[src/rtl/seq_input_cond.sv]
// seq_input_cond
// ---------------------------------------------------------------------------
// Conditions the raw single-bit control level that feeds the sequence FSM's
// C input. The asynchronous level is brought into the clk domain through a
// SYNC_STAGES-deep flop chain. A four-state debouncer then makes the change
// visible on c_out only after DEBOUNCE_CYCLES consecutive enabled edges
// disagree with the current level.
//
// Parameters
//   SYNC_STAGES      synchroniser depth, 2..4
//   DEBOUNCE_CYCLES  consecutive mismatching samples needed to flip, 1..255
//   RESET_VAL        reset level of c_out and of every synchroniser flop
//
// Ports
//   clk         in   rising-edge clock
//   rst         in   synchronous, active-high reset
//   din_async   in   raw asynchronous level
//   en          in   debounce enable; c_out is frozen while low
//   c_out       out  debounced, synchronised level (flop output)
//   rise_pulse  out  one-cycle strobe on the first cycle of c_out = 1
//   fall_pulse  out  one-cycle strobe on the first cycle of c_out = 0
//   state       out  debouncer state for debug:
//                    00 STABLE_LO, 01 CHK_HI, 10 STABLE_HI, 11 CHK_LO
//   glitch_cnt  out  saturating count of rejected glitches
//                    (only when SEQ_INPUT_COND_GLITCH_CNT_EN is defined)
//
// Optional feature macro: SEQ_INPUT_COND_GLITCH_CNT_EN
// ---------------------------------------------------------------------------
module seq_input_cond #(
  parameter int   SYNC_STAGES     = 2,
  parameter int   DEBOUNCE_CYCLES = 4,
  parameter logic RESET_VAL       = 1'b0
) (
  input  logic       clk,
  input  logic       rst,
  input  logic       din_async,
  input  logic       en,
  output logic       c_out,
  output logic       rise_pulse,
  output logic       fall_pulse,
  output logic [1:0] state
`ifdef SEQ_INPUT_COND_GLITCH_CNT_EN
  ,
  output logic [7:0] glitch_cnt
`endif
);

  localparam int CW = $clog2(DEBOUNCE_CYCLES + 1);
  localparam logic [CW-1:0] CNT_LAST = CW'(DEBOUNCE_CYCLES - 1);

  typedef enum logic [1:0] {
    STABLE_LO = 2'b00,
    CHK_HI    = 2'b01,
    STABLE_HI = 2'b10,
    CHK_LO    = 2'b11
  } state_t;

  localparam state_t RESET_STATE = RESET_VAL ? STABLE_HI : STABLE_LO;

  // Synchroniser chain: bit 0 samples the pin, the top bit is sync_q.
  logic [SYNC_STAGES-1:0] r_sync;
  logic                   w_sync_q;

  always_ff @(posedge clk) begin
    if (rst) begin
      r_sync <= {SYNC_STAGES{RESET_VAL}};
    end else begin
      r_sync <= {r_sync[SYNC_STAGES-2:0], din_async};
    end
  end

  assign w_sync_q = r_sync[SYNC_STAGES-1];

  // Debouncer state.
  state_t        r_state, w_state_next;
  logic [CW-1:0] r_cnt, w_cnt_next;
  logic          r_c_out, w_c_out_next;
  logic          r_rise, w_rise_next;
  logic          r_fall, w_fall_next;
  logic          w_glitch;  // sync_q fell back to the c_out level mid-check

  always_ff @(posedge clk) begin
    if (rst) begin
      r_state <= RESET_STATE;
      r_cnt   <= '0;
      r_c_out <= RESET_VAL;
      r_rise  <= 1'b0;
      r_fall  <= 1'b0;
    end else begin
      r_state <= w_state_next;
      r_cnt   <= w_cnt_next;
      r_c_out <= w_c_out_next;
      r_rise  <= w_rise_next;
      r_fall  <= w_fall_next;
    end
  end

  always_comb begin
    w_state_next = r_state;
    w_cnt_next   = r_cnt;
    w_c_out_next = r_c_out;
    w_rise_next  = 1'b0;
    w_fall_next  = 1'b0;
    w_glitch     = 1'b0;
    unique case (r_state)
      STABLE_LO: begin
        if (en && w_sync_q) begin
          if (DEBOUNCE_CYCLES == 1) begin
            w_c_out_next = 1'b1;
            w_rise_next  = 1'b1;
            w_state_next = STABLE_HI;
            w_cnt_next   = '0;
          end else begin
            w_state_next = CHK_HI;
            w_cnt_next   = CW'(1);
          end
        end
      end
      CHK_HI: begin
        if (!en) begin
          w_state_next = STABLE_LO;
          w_cnt_next   = '0;
        end else if (!w_sync_q) begin
          w_state_next = STABLE_LO;
          w_cnt_next   = '0;
          w_glitch     = 1'b1;
        end else if (r_cnt == CNT_LAST) begin
          w_c_out_next = 1'b1;
          w_rise_next  = 1'b1;
          w_state_next = STABLE_HI;
          w_cnt_next   = '0;
        end else begin
          w_cnt_next = r_cnt + CW'(1);
        end
      end
      STABLE_HI: begin
        if (en && !w_sync_q) begin
          if (DEBOUNCE_CYCLES == 1) begin
            w_c_out_next = 1'b0;
            w_fall_next  = 1'b1;
            w_state_next = STABLE_LO;
            w_cnt_next   = '0;
          end else begin
            w_state_next = CHK_LO;
            w_cnt_next   = CW'(1);
          end
        end
      end
      CHK_LO: begin
        if (!en) begin
          w_state_next = STABLE_HI;
          w_cnt_next   = '0;
        end else if (w_sync_q) begin
          w_state_next = STABLE_HI;
          w_cnt_next   = '0;
          w_glitch     = 1'b1;
        end else if (r_cnt == CNT_LAST) begin
          w_c_out_next = 1'b0;
          w_fall_next  = 1'b1;
          w_state_next = STABLE_LO;
          w_cnt_next   = '0;
        end else begin
          w_cnt_next = r_cnt + CW'(1);
        end
      end
      default: begin
        w_state_next = RESET_STATE;
        w_cnt_next   = '0;
      end
    endcase
  end

  assign c_out      = r_c_out;
  assign rise_pulse = r_rise;
  assign fall_pulse = r_fall;
  assign state      = r_state;

`ifdef SEQ_INPUT_COND_GLITCH_CNT_EN
  logic [7:0] r_glitch_cnt;

  // Saturating: once at 255 further glitches are ignored.
  always_ff @(posedge clk) begin
    if (rst) begin
      r_glitch_cnt <= 8'd0;
    end else if (w_glitch && (r_glitch_cnt != 8'hFF)) begin
      r_glitch_cnt <= r_glitch_cnt + 8'd1;
    end
  end

  assign glitch_cnt = r_glitch_cnt;
`else
  logic w_glitch_unused;
  assign w_glitch_unused = w_glitch;
`endif

endmodule

[config.mk]
export PLATFORM = sky130hd
export DESIGN_NAME = seq_input_cond
export DESIGN_NICKNAME = d
export VERILOG_FILES = /design/src/rtl/seq_input_cond.sv
export SDC_FILE = /design/constraint.sdc
export NUM_CORES = 1
export LEC_CHECK = 0
export ABC_CLOCK_PERIOD_IN_PS = 1200
export BUFFER_PORTS_ARGS = -buffer_cell sky130_fd_sc_hd__buf_4
export CAP_MARGIN = 20
export CORE_AREA = 2 2 39 41
export DETAILED_ROUTE_END_ITERATION = 6
export DIE_AREA = 0 0 41 43
export SLEW_MARGIN = 20
export SYNTH_ARGS = -nofsm -noshare
export SYNTH_HDL_FRONTEND = slang
export SYNTH_SLANG_ARGS = --single-unit
[constraint.sdc]
create_clock -name clk -period 1.2 [get_ports clk]
set_input_delay 0.12 -clock clk [delete_from_list [all_inputs] [get_ports clk]]
set_output_delay 0.12 -clock clk [all_outputs]
set_load 0.02 [all_outputs]
Word-level counts from Yosys, hierarchy flattened:

Cells that the tools add are included.

* multiplexer cells: 25
* reductions and logical operators: 10
* bitwise logic cells: 4
* $add $sub $neg: 1
* equal/unequal tests: 14

Operator list (count)
* 2-to-1 mux 3 bit: 7
* 2-to-1 mux 2 bit: 8
* inequality test 2 bit (second input constant): 8
* case mux 3 bit (4 select lines): 1
* inequality test 4 bit (second input constant): 2
* case mux 2 bit (4 select lines): 1
* OR reduction 4 bit: 2
* 2-to-1 mux 1 bit: 7
* AND reduction 7 bit: 1
* equality test 2 bit (second input constant): 2
* NOT 1 bit: 4
* AND reduction 4 bit: 1
* adder 3 x 1 -> 3 bit (second input constant): 1
* equality test 3 x 2 -> 1 bit (second input constant): 1
* equality test 2 x 1 -> 1 bit (second input constant): 1
* logical AND 1 bit: 2
* logical NOT 2 bit: 1
* case mux 1 bit (2 select lines): 1
* AND reduction 2 bit: 1
* nonzero test 2 bit: 1
* logical NOT 1 bit: 1

* input port bits: 4
* register bits after elaboration: 10
* word-level logic and storage cells: 60
* output and inout port bits: 5

Longest topological paths before layout:

* depth after elaboration: 5
* mapped depth: 4
* depth with buffers taken out: 4

Worst setup path before layout:

Ideal clock, no wire load.

* path type: flip-flop to flip-flop
* from: reg r_state[1], in the netlist state[1]
* to: reg r_cnt[1]
* arrival time: 1.088 ns
* cell stages (with the launch flop): 4
* setup time: 0.123 ns
* setup slack: -0.012 ns
* clock period less this slack: 1.212 ns
* buffers on the path: 0
* data required time: 1.077 ns
* cell sequence: dfxtp_1 > xor2_1 > nand2_1 > mux2_1

* word-level cells in the longest chain between the ends: 3
* elaborated cells on any way between the ends: 8
* classes of those cells: eq/ne (5); mux (1); reduce/logical (2)

RTL lines
* start, declared: RTL line 75 `state_t r_state, w_state_next;`
* start signal, assigned: RTL line 90 `r_state <= w_state_next;`
* equality test 2 bit or logical NOT 2 bit (tied branches): RTL line 105 `unique case (r_state)`
* inequality test 2 bit (no source line)
* AND reduction 2 bit (no source line)
* end signal, assigned: RTL line 91 `r_cnt <= w_cnt_next;`
* end, declared: RTL line 76 `logic [CW-1:0] r_cnt, w_cnt_next;`

Parallel ways exist; a longest one is shown, timed or not.
A chain may end at the register's enable or synchronous reset.

Worst setup path in the final report:

* from: reg r_cnt[0]
* to: reg r_c_out, in the netlist c_out

* word-level cells in the longest chain between the ends: 3
* elaborated cells on any way between the ends: 4
* classes of those cells: eq/ne (3); reduce/logical (1)

RTL lines
* equality test 3 x 2 -> 1 bit *: RTL line 127, 157
* inequality test 2 bit (no source line)
* AND reduction 7 bit (no source line) *
* end signal, assigned: RTL line 92 `r_c_out <= w_c_out_next;`
* end, declared: RTL line 77 `logic r_c_out, w_c_out_next;`

Mark *: on every way between the ends. The rest lies on a longest branch, timed or not.

==> summary.txt <==
Post-synth EDFFs - 0
Post-synth ARST share - 0
Hold Path Stages - 2
Mapped cell area - 392.9 sq um
Area growth from synthesis to layout - 37.58%
CP endpoint kind - flip-flop
CTS tree - built
Yosys top cell area share - 0.5096
Crit-path slowest cell - dfxtp_2
CTS Sinks - 10
VDD IR max - 0.3535 mV
Inserted Clock Buffers - 3
Worst r2r path cells - 4
Final period util - 0.9529
Syn nets - 43
Starting Density - 0.2839
# IOs - 9
Htree depth - 1
Post-route insts no fill - 67
Port Buffers - 8
PD cells - 1135 mW/mm^2
DP HPWL - 496.1 um
GRT Total Usage - 0.1085
Gr ovfl total - 0
Skew final - 0.001413 ns
Count leader, synth - dfxtp_1
Seq/Total Area, Yosys - 0.5096
Final Hold Vio Count - 0
# fillers - 135
Critical Path Start Type - flip-flop
Final Net Count - 58
Worst EP required - 1.39 ns
Detail Route Antenna Nets - 0
Max_cap viols - 0
Actual slew at the worst max-slew pin - 0.2278 ns
DR vias/cell - 4.791
1st-pass router iterations - 2
Leakage - 0.2211 nW
Layout cells sized above 1 - 0.3922
Die width - 41 um
Hold/Removal Path Class - in -> reg
Syn Area/Cell - 10.34 sq um
Die footprint - 0.001763 sq mm
Largest area contributor in the netlist - dfxtp_1
Final setup margin - 0.05650 ns
Final wirelength - 757 um
Register clock-pin slew on the reported worst setup and hold paths - 0.06 ns
Placed Area - 485.5 sq um
Row count - 14
Root buffer cell - clkbuf_4
Achievable Freq - 874.5 MHz
Max incr delay on CP - 0.35 ns
Post-place setup slack - -0.01092 ns
Largest net degree at the start of global routing - 13
Top post-synthesis cells by count - dfxtp_1, nand2_1, nor2b_1
CP Class - reg -> reg
RePlAce Congestion - 0.7022
Slew HR - 0.8460
Unrepaired setup endpoints after global routing - yes
Synth Register Bits - 10
Vias in the first global route - 311
Run status - complete, no violations
Hold slack - 0.06715 ns
Dpl cells - 63
Setup violators final - 0
Setup TNS Final - 0 ns
Netlist cell types - 22
Total number of vias - 321
Clock Tree Buf Depth - 2
Fin area - 540.5 sq um
Synth Flop Type - dfxtp_1
Antenna diodes - 0
Critical path fanouts, max - 5
Total core area - 0.001384 sq mm
Drt wl/cell - 11.30 um
Crit-path cells - ha_4, nand4b_1, nand3b_1, a31oi_1
Crit path DAT - 1.34 ns
Slew Viols, Final - 0
Die Y - 43 um
Global-route wire length before repair - 1173 um
Gate count after technology mapping - 38
DRC Markers - 0
1st-iter DRT viols - 2
Dominant cells by area after synthesis - dfxtp_1, mux2_1, nor2b_1
YS warnings - 0
Crit path time final - 1.144 ns
Initial antenna violation count - 0
Worst-skew pair later-pin latency - 0.26 ns
-- critical path: cells and delay by family, from the launching register on --
| kind | cells | cell delay [ns] |
|---|---|---|
| AND/OR/NAND/NOR | 2 | 0.43 |
| AO/OA/AOI/OAI | 1 | 0.16 |
| flip-flops | 1 | 0.35 |
| adder cells (fa/ha/maj) | 1 | 0.14 |
-- path summary, 6_finish.rpt --
| kind | end | start | slack, ns |
|---|---|---|---|
| worst max register to register | c_out$_SDFFE_PP0P_ | r_cnt[0]$_SDFFE_PP0P_ | 0.06 |
| worst min register to register | r_sync[1]$_SDFF_PP0_ | r_sync[0]$_SDFF_PP0_ | 0.45 |
| worst max-delay path | c_out$_SDFFE_PP0P_ | r_cnt[0]$_SDFFE_PP0P_ | 0.06 |
| worst min-delay path | r_sync[0]$_SDFF_PP0_ | din_async | 0.07 |
-- kinds of logic (layout without fill, tap and decap cells) --
group / count (synthesis) / after routing / share of synthesized area
XOR/XNOR: 1 / 1 / 0.02230
flip-flops: 10 / 10 / 0.5095
AND/OR/NAND/NOR: 16 / 16 / 0.2548
buffers and inverters: 2 / 15 / 0.01909
AO/OA/AOI/OAI: 5 / 5 / 0.07962
adder cells (fa/ha/maj): 1 / 1 / 0.03184
multiplexers: 3 / 3 / 0.08280
-- repair_timing --
item | CTS | global route
hold buffers | 0 | 0
setup endpoints to repair | 2 | 3
pin swaps | 1 | 1
hold endpoints to repair | 0 | 0
setup buffers | 0 | 1
gates resized for setup | 3 | 3
-- flip-flops by register name, indices dropped and copies added, names as in the netlist --
register and cells:
r_cnt 3, r_sync 2, state 2, c_out 1, fall_pulse 1, rise_pulse 1
-- cells in the final DEF (no fill, tap or decap), drive strengths merged --
cell type / n
nor3b: 2
o21ai: 1
nand3b: 1
buf: 11
dfxtp: 10
nand2: 3
mux2i: 1
nor2: 1
a31oi: 1
nor4: 1
o21a: 1
xor2: 1
nor4b: 1
nor4bb: 1
mux2: 2
inv: 1
clkbuf: 3
nor3: 2
a211oi: 1
a21oi: 1
ha: 1
nand4b: 1
nor2b: 3
-- report_power, final --
group	total [mW]	switching, mW	internal, mW	leakage [nW]
registers	0.346	0.00537	0.340	0.0827
clock network	0.223	0.108	0.116	0.0138
logic	0.0445	0.0225	0.0220	0.125
-- routing by layer --
metal  GRT usage  vias up  routed length [um]
met3     0.04712        4                  34
li1            -      162                   -
met4      0.1400        0                  29
met1      0.1000      146                 364
met5           0        -                   0
met2      0.1469        9                 330
-- stage by stage --
stage          total power, mW    util
6_report                0.6134  0.3906
5_1_grt                 0.6513  0.3906
4_1_cts                 0.6199  0.3716
3_5_place_dp            0.3934  0.3508
3_3_place_gp            0.3927  0.3508
2_1_floorplan           0.3720       -
-- layout make-up --
class,instances,area (sq um),area share
clock buffers,3,22.52,0.04167
inverters,1,3.754,0.006944
multi-input cells,26,207.7,0.3843
flip-flops and latches,10,203.9,0.3773
well taps,16,20.02,0.03704
repair buffers,11,82.58,0.1528
No activity file was read; power rests on OpenSTA's default activity.
